File: config.mk
export PLATFORM = sky130hd
export DESIGN_NAME = efx_ram_sdp_gen
export DESIGN_NICKNAME = d
export VERILOG_FILES = /design/src/rtl/efx_ram_sdp_gen.sv
export SDC_FILE = /design/constraint.sdc
export NUM_CORES = 2
export LEC_CHECK = 0
export CORE_MARGIN = 2
export CORE_UTILIZATION = 41
export CTS_CLUSTER_DIAMETER = 120
export DETAILED_ROUTE_END_ITERATION = 10
export HOLD_SLACK_MARGIN = 0.08
export PLACE_DENSITY = 0.52
export SLEW_MARGIN = 10
export SYNTH_ARGS = -nofsm -noshare
export SYNTH_HDL_FRONTEND = slang
export SYNTH_SLANG_ARGS = --single-unit
File: constraint.sdc
create_clock -name CLK -period 3.65 [get_ports CLK]
set_clock_uncertainty 0.1 [all_clocks]
set_input_delay 0.365 -clock CLK [delete_from_list [all_inputs] [get_ports CLK]]
set_output_delay 0.365 -clock CLK [all_outputs]
set_load 0.005 [all_outputs]
File: src/rtl/efx_ram_sdp_gen.sv
// ---------------------------------------------------------------------------
// efx_ram_sdp_gen
// Parametrised single-clock simple dual-port RAM: one write port with
// byte-lane enables and one read port. Each read is tagged with a valid flag
// and a collision flag. A read collides when it hits the address being
// written in the same cycle. Written lanes of a colliding read resolve
// according to WRITE_MODE. OUTPUT_REG adds a second read stage, which makes
// the read latency 2 instead of 1.
//
// Optional feature macro: EFX_RAM_COLLISION_CNT_EN
//   When defined, adds COLL_CNT[15:0]. This is a saturating count of the
//   COLLISION pulses presented on the output.
// ---------------------------------------------------------------------------
module efx_ram_sdp_gen #(
  parameter int                    DATA_WIDTH = 16,
  parameter int                    ADDR_WIDTH = 8,
  parameter int                    BYTE_WIDTH = 8,
  parameter string                 WRITE_MODE = "READ_FIRST",
  parameter int                    OUTPUT_REG = 0,
  parameter logic [DATA_WIDTH-1:0] INIT_VALUE = '0
) (
  input  logic                             CLK,
  input  logic                             RST,
  input  logic                             WCLKE,
  input  logic [DATA_WIDTH/BYTE_WIDTH-1:0] WE,
  input  logic [ADDR_WIDTH-1:0]            WADDR,
  input  logic [DATA_WIDTH-1:0]            WDATA,
  input  logic                             RE,
  input  logic [ADDR_WIDTH-1:0]            RADDR,
  output logic [DATA_WIDTH-1:0]            RDATA,
  output logic                             RVALID,
  output logic                             COLLISION
`ifdef EFX_RAM_COLLISION_CNT_EN
  ,
  output logic [15:0]                      COLL_CNT
`endif
);

  localparam int NBE   = DATA_WIDTH / BYTE_WIDTH;
  localparam int DEPTH = 2 ** ADDR_WIDTH;

  // Collision resolution for the lanes that are written in the same cycle.
  typedef enum logic [1:0] {
    MODE_READ_FIRST   = 2'd0,
    MODE_WRITE_FIRST  = 2'd1,
    MODE_READ_UNKNOWN = 2'd2
  } coll_mode_e;

  localparam coll_mode_e MODE =
    (WRITE_MODE == "WRITE_FIRST")  ? MODE_WRITE_FIRST  :
    (WRITE_MODE == "READ_UNKNOWN") ? MODE_READ_UNKNOWN : MODE_READ_FIRST;

  // Elaboration-time parameter sanity checks.
  if (ADDR_WIDTH < 1) begin : g_bad_addr
    $fatal(1, "ERROR: ADDR_WIDTH must be at least 1");
  end
  if (BYTE_WIDTH < 1 || (DATA_WIDTH % BYTE_WIDTH) != 0) begin : g_bad_width
    $fatal(1, "ERROR: DATA_WIDTH must be a multiple of BYTE_WIDTH");
  end
  if (WRITE_MODE != "READ_FIRST" && WRITE_MODE != "WRITE_FIRST" &&
      WRITE_MODE != "READ_UNKNOWN") begin : g_bad_mode
    $fatal(1, "ERROR: WRITE_MODE must be READ_FIRST, WRITE_FIRST or READ_UNKNOWN");
  end

  // NOTE: the storage array has no reset. It takes INIT_VALUE once, at time 0,
  // through its declaration. Resetting it would prevent block-RAM inference.
  logic [DATA_WIDTH-1:0] mem [DEPTH] = '{default: INIT_VALUE};

  logic                  wr_any;
  logic                  rd_collide;
  logic [DATA_WIDTH-1:0] rd_word;

  logic                  s1_valid;
  logic                  s1_coll;
  logic [DATA_WIDTH-1:0] s1_data;

  // The next value of COLLISION. It feeds the optional counter.
  logic                  coll_next;

  assign wr_any     = WCLKE && (|WE);
  assign rd_collide = RE && wr_any && (RADDR == WADDR);

  // Byte-lane write. RST suppresses the write, but it does not clear contents.
  always_ff @(posedge CLK) begin
    if (!RST && WCLKE) begin
      for (int k = 0; k < NBE; k++) begin
        if (WE[k]) begin
          mem[WADDR][k*BYTE_WIDTH +: BYTE_WIDTH] <= WDATA[k*BYTE_WIDTH +: BYTE_WIDTH];
        end
      end
    end
  end

  // Form the read word from the old contents, then resolve colliding lanes one by one.
  always_comb begin
    // NOTE: assign the full word before the lane loop so every path drives
    // rd_word. Without this default, synthesis would infer a latch.
    rd_word = mem[RADDR];
    for (int k = 0; k < NBE; k++) begin
      if (rd_collide && WE[k]) begin
        case (MODE)
          MODE_WRITE_FIRST:  rd_word[k*BYTE_WIDTH +: BYTE_WIDTH] = WDATA[k*BYTE_WIDTH +: BYTE_WIDTH];
          MODE_READ_UNKNOWN: rd_word[k*BYTE_WIDTH +: BYTE_WIDTH] = 'x;
          default:           rd_word[k*BYTE_WIDTH +: BYTE_WIDTH] = mem[RADDR][k*BYTE_WIDTH +: BYTE_WIDTH];
        endcase
      end
    end
  end

  // Read stage 1: capture the word, its valid flag and its collision flag.
  // Data holds its value while no read is made.
  always_ff @(posedge CLK or posedge RST) begin
    // NOTE: sequential state uses non-blocking assignments only. All registers
    // then update together at the clock edge, whatever order the blocks run in.
    if (RST) begin
      s1_valid <= 1'b0;
      s1_coll  <= 1'b0;
      s1_data  <= '0;
    end else begin
      s1_valid <= RE;
      s1_coll  <= rd_collide;
      if (RE) begin
        s1_data <= rd_word;
      end
    end
  end

  if (OUTPUT_REG != 0) begin : g_out_reg
    logic                  s2_valid;
    logic                  s2_coll;
    logic [DATA_WIDTH-1:0] s2_data;

    // Read stage 2: register stage 1 once more. Data holds its value between reads.
    always_ff @(posedge CLK or posedge RST) begin
      if (RST) begin
        s2_valid <= 1'b0;
        s2_coll  <= 1'b0;
        s2_data  <= '0;
      end else begin
        s2_valid <= s1_valid;
        s2_coll  <= s1_coll;
        if (s1_valid) begin
          s2_data <= s1_data;
        end
      end
    end

    assign RDATA     = s2_data;
    assign RVALID    = s2_valid;
    assign COLLISION = s2_coll;
    assign coll_next = s1_coll;
  end else begin : g_no_out_reg
    assign RDATA     = s1_data;
    assign RVALID    = s1_valid;
    assign COLLISION = s1_coll;
    assign coll_next = rd_collide;
  end

`ifdef EFX_RAM_COLLISION_CNT_EN
  logic [15:0] coll_cnt_q;

  // Saturating collision counter. It steps on the edge that raises COLLISION.
  always_ff @(posedge CLK or posedge RST) begin
    if (RST) begin
      coll_cnt_q <= '0;
    end else if (coll_next && coll_cnt_q != 16'hFFFF) begin
      coll_cnt_q <= coll_cnt_q + 16'd1;
    end
  end

  assign COLL_CNT = coll_cnt_q;
`else
  logic unused_coll_next;
  assign unused_coll_next = coll_next;
`endif

endmodule

==> results.txt <==
----------------------------------------------------
[Status]
  Run status ... complete, no violations

[Clock tree]
  Clk Tree Root Cell ... sky130_fd_sc_hd__clkbuf_16
  Number of CTS-inserted buffers ... 423
  TritonCTS clock tree ... done
  Latest clock arrival within the worst-skew pair ... about 0.99 ns
  H-tree depth reported by CTS ... 5
  Number of sinks handled by clock tree synthesis ... slightly above 4000
  Post-CTS Setup Repair Bufs ... 0
  CTS Buffer Depth ... 4
  Worst-path clk slew ... 0.06 ns

[Hold path]
  Hold WC Path Type ... primary input to asynchronous set/reset pin

[Critical path]
  Worst reg-to-reg setup slack ... 0.56 ns
  Kind of end point of the critical path ... flip-flop
  Reg2reg start ... mem[85][4]
  Most numerous cell on the critical path ... sky130_fd_sc_hd__buf_12
  Top delay family on crit path ... buffers and inverters
  Highest net fanout along the worst path ... 44
  CP required ... ~4.5 ns
  Critical Path Slowest Stage Cell ... sky130_fd_sc_hd__nor4_1
  Category of the critical setup timing path ... primary input to flip-flop
  Number of buffers and inverters on the critical path ... 5
  Startpoint class of the critical path ... primary input
  Worst EP arrival ... 4.41 ns
  Delay of the slowest cell on the worst path ... 0.73 ns
  Crit Reg-Reg Endpoint ... RDATA[4]
  Worst path cell trace ... dlygate4sd3_1 > buf_8 > or2_4 > buf_12 > buf_12 > o221ai_1 > a21oi_1 > o21ai_0 > nand4_1 > buf_4 > nor4_1 > a221o_1
  R2R cell count ... 6

[Global routing]
  Largest net degree at the start of global routing ... ~120
  All-layer global routing usage ... about a quarter
  Wire length of the first global-routing pass ... slightly below 700 mm
  Number of antenna violations at the first check in global routing ... 38
  Number of global-route vias before repair ... around 85000
  GRT overflow ... 0

[Layout]
  Seq. cell area ... about 120000 µm²
  Final std cell area, no fill ... ~190000 µm²
  Post-layout nets ... around 9000
  Area of the multi-input gates ... around 33000 µm²
  Layout overhead on the synthesized area ... 17.6%
  Number of standard cells in the final layout excluding fillers ... 14600
  Ratio of cells with drive above 1 in the final layout ... a little over a quarter
  Fill cell count ... between 30000 and 40000

[Synth]
  Post-synthesis sequential area ratio ... between 70% and 80%
  Most frequently used flop master after synthesis ... sky130_fd_sc_hd__edfxtp_1
  Area contributors post-synth ... sky130_fd_sc_hd__edfxtp_1, sky130_fd_sc_hd__mux4_2, sky130_fd_sc_hd__mux2i_1
  Unique cell type count in the Yosys netlist ... 58
  Ranking of synthesized cells by instance count ... sky130_fd_sc_hd__edfxtp_1, sky130_fd_sc_hd__mux4_2, sky130_fd_sc_hd__mux2i_1
  Number of register bits inferred by synthesis ... ~4100
  Synthesized cell area ... between 150000 and 200000 µm²
  FFs w/ async S/R, synth ... less than 1%
  Synthesized area per cell ... a little over 20 µm²
  Post-synth EDFFs ... 4096
  Leading cell type by number of instances after synthesis ... sky130_fd_sc_hd__edfxtp_1
  Gate Count Post-Synth ... ~7800
  Cell type with the highest aggregate area in the netlist ... sky130_fd_sc_hd__edfxtp_1
  Top-area cell type share of the netlist area ... 76.8%
  Synth Net Count ... 7870
  Warning count from the yosys run ... 0

[STA]
  Fin crit share ... roughly 98%
  Unrepaired setup endpoints after global routing ... false
  Final Max Tran Viols ... 0
  Headroom to the max-slew limit ... roughly 15%
  Final setup violation count ... 0
  Setup ws final ... 0.0617 ns
  Pin slew with the least headroom to its limit ... roughly 1.3 ns
  Final Hold Vio Count ... 0
  Fin Hold WS ... ~0.16 ns
  Time the final worst path needs with I/O delays and setup ... between 3 and 4 ns
  Max Freq ... approximately 0.28 GHz

[Power]
  Peak supply drop ... roughly 0.40 mV
  Overall power consumption ... roughly 100 mW
  Power density cells ... between 500 and 600 nW/µm²
  Leakage ... 61.6 nW

[Floorplan]
  Die Ht ... about 630 µm
  Initial core utilization ... between 40% and 50%
  Horizontal die dimension ... around 630 µm
  Core footprint ... around 390000 µm²
  Count of boundary I/O pins ... 56
  Count of standard-cell rows ... roughly 230
  Die outline area ... 396000 µm²

[Run]
  Max-Cap Viols ... 0

[Place]
  Placed Cells incl. Taps ... approximately 14000
  Worst setup slack before clock tree synthesis ... -0.295 ns
  RePlAce Congestion ... between 0.8 and 0.9
  DPL Wire Length ... about 320 mm
  IO buf count ... between 50 and 60
  Placed cell areas ... about 170000 µm²

[Routing]
  Final WL ... 486 mm
  DRC marker count from the first detailed-route iteration ... 10100
  Post-route antenna net violation count ... 0
  Detailed Routing Iterations Pass 1 ... 6
  DRC viols ... 0
  Total vias in the final route ... about 85000
  Drt wl/cell ... ~33 µm
  Number of vias per cell after detailed routing ... around 5.8

----------------------------------------------------
==> kinds of logic after synthesis <==
| logic type | share of synthesized area, % |
|---|---|
| flip-flops | 77.1 |
| multiplexers | 14.2 |
| AND/OR/NAND/NOR | 2.71 |
| AO/OA/AOI/OAI | 3.74 |
| buffers and inverters | 2.20 |
| XOR/XNOR | 0.0437 |
==> registers in the layout (all words and copies together) (netlist names) <==
register   cells
COLLISION      1
mem         4096
RVALID         1
RDATA         16
==> power by group <==
group	leakage, nW	switching [mW]	internal [mW]	total, mW
clock network	6.58	18.2	24.2	42.5
registers	37.0	0.136	52.0	52.1
logic	18.0	3.57	1.85	5.42
==> repair_timing <==
| action | CTS | global route |
|---|---|---|
| setup endpoints to repair | 0 | 1 |
| hold buffers | 18 | 0 |
| endpoints found under the hold margin | 1174 | 0 |
| gates resized for setup | 0 | 1 |
==> worst max path at each step <==
stage,start,end,slack (ns),cells past startpoint
6_report,RADDR[2],RDATA[4],0.06,12
5_1_grt,RADDR[2],RDATA[1],0.13,12
4_1_cts,RADDR[2],RDATA[1],0.15,12
3_5_place_dp,RADDR[1],RDATA[1],-0.30,11
3_3_place_gp,RADDR[2],RDATA[1],-0.37,11
2_1_floorplan,RADDR[0],RDATA[8],1.08,10
==> layout make-up <==
class | count | share of cell area (%)
clock buffers | 519 | 5.93
flip-flops and latches | 4114 | 65.6
well taps | 5197 | 3.45
repair buffers | 1252 | 6.02
clock inverters | 252 | 1.23
multi-input cells | 3200 | 17.8
inverters | 15 | 0.0339
diodes | 20 | 0.0266
==> cells in the final DEF (no fill, tap or decap), types with 9 or more instances in the layout <==
| cell | instances |
|---|---|
| sky130_fd_sc_hd__buf_4 | 1047 |
| sky130_fd_sc_hd__clkbuf_1 | 82 |
| sky130_fd_sc_hd__diode_2 | 20 |
| sky130_fd_sc_hd__clkinv_2 | 79 |
| sky130_fd_sc_hd__nand4_1 | 28 |
| sky130_fd_sc_hd__o21ai_0 | 91 |
| sky130_fd_sc_hd__a221oi_1 | 25 |
| sky130_fd_sc_hd__clkinvlp_4 | 16 |
| sky130_fd_sc_hd__nor2b_1 | 35 |
| sky130_fd_sc_hd__a21oi_1 | 96 |
| sky130_fd_sc_hd__nor4_1 | 18 |
| sky130_fd_sc_hd__clkinv_1 | 98 |
| sky130_fd_sc_hd__a31oi_1 | 28 |
| sky130_fd_sc_hd__a211oi_1 | 88 |
| sky130_fd_sc_hd__dlygate4sd3_1 | 18 |
| sky130_fd_sc_hd__o22ai_1 | 176 |
| sky130_fd_sc_hd__nand3_1 | 41 |
| sky130_fd_sc_hd__bufinv_16 | 36 |
| sky130_fd_sc_hd__clkbuf_8 | 19 |
| sky130_fd_sc_hd__o221ai_1 | 136 |
| sky130_fd_sc_hd__a2111oi_1 | 9 |
| sky130_fd_sc_hd__a22oi_1 | 117 |
| sky130_fd_sc_hd__a2111oi_0 | 31 |
| sky130_fd_sc_hd__dfrtp_1 | 18 |
| sky130_fd_sc_hd__mux4_2 | 716 |
| sky130_fd_sc_hd__nand2_1 | 203 |
| sky130_fd_sc_hd__clkbuf_16 | 430 |
| sky130_fd_sc_hd__nor2_1 | 551 |
| sky130_fd_sc_hd__mux4_1 | 30 |
| sky130_fd_sc_hd__inv_1 | 13 |
| sky130_fd_sc_hd__nor3_1 | 48 |
| sky130_fd_sc_hd__edfxtp_1 | 4096 |
| sky130_fd_sc_hd__mux2i_1 | 581 |
| sky130_fd_sc_hd__clkdlybuf4s50_1 | 35 |
| sky130_fd_sc_hd__a22o_1 | 26 |
| sky130_fd_sc_hd__nand2_4 | 9 |
| sky130_fd_sc_hd__buf_12 | 132 |
| sky130_fd_sc_hd__and3_1 | 12 |
==> layer usage <==
metal / wire (µm) / share of wire, % / vias up / global-route usage [%]
met4: 15400 / 3.2 / 0 / 7.20
li1: - / - / 35000 / -
met1: 204000 / 42 / 45900 / 34.5
met3: 35900 / 7.4 / 637 / 3.82
met2: 230000 / 47 / 3601 / 38.7
met5: 0 / 0 / - / 0
==> through the flow <==
stage	util, %	setup TNS [ns]
2_1_floorplan	-	0
3_3_place_gp	44.9	-1.25
3_5_place_dp	44.9	-1.10
4_1_cts	48.4	0
5_1_grt	48.4	0
6_report	48.4	0
==> worst min-delay path: stages <==
cell                              delay, ns
sky130_fd_sc_hd__dlygate4sd3_1         0.54
sky130_fd_sc_hd__clkdlybuf4s50_1       0.51
sky130_fd_sc_hd__inv_1                 0.16
Power figures use the tool's default switching activity.
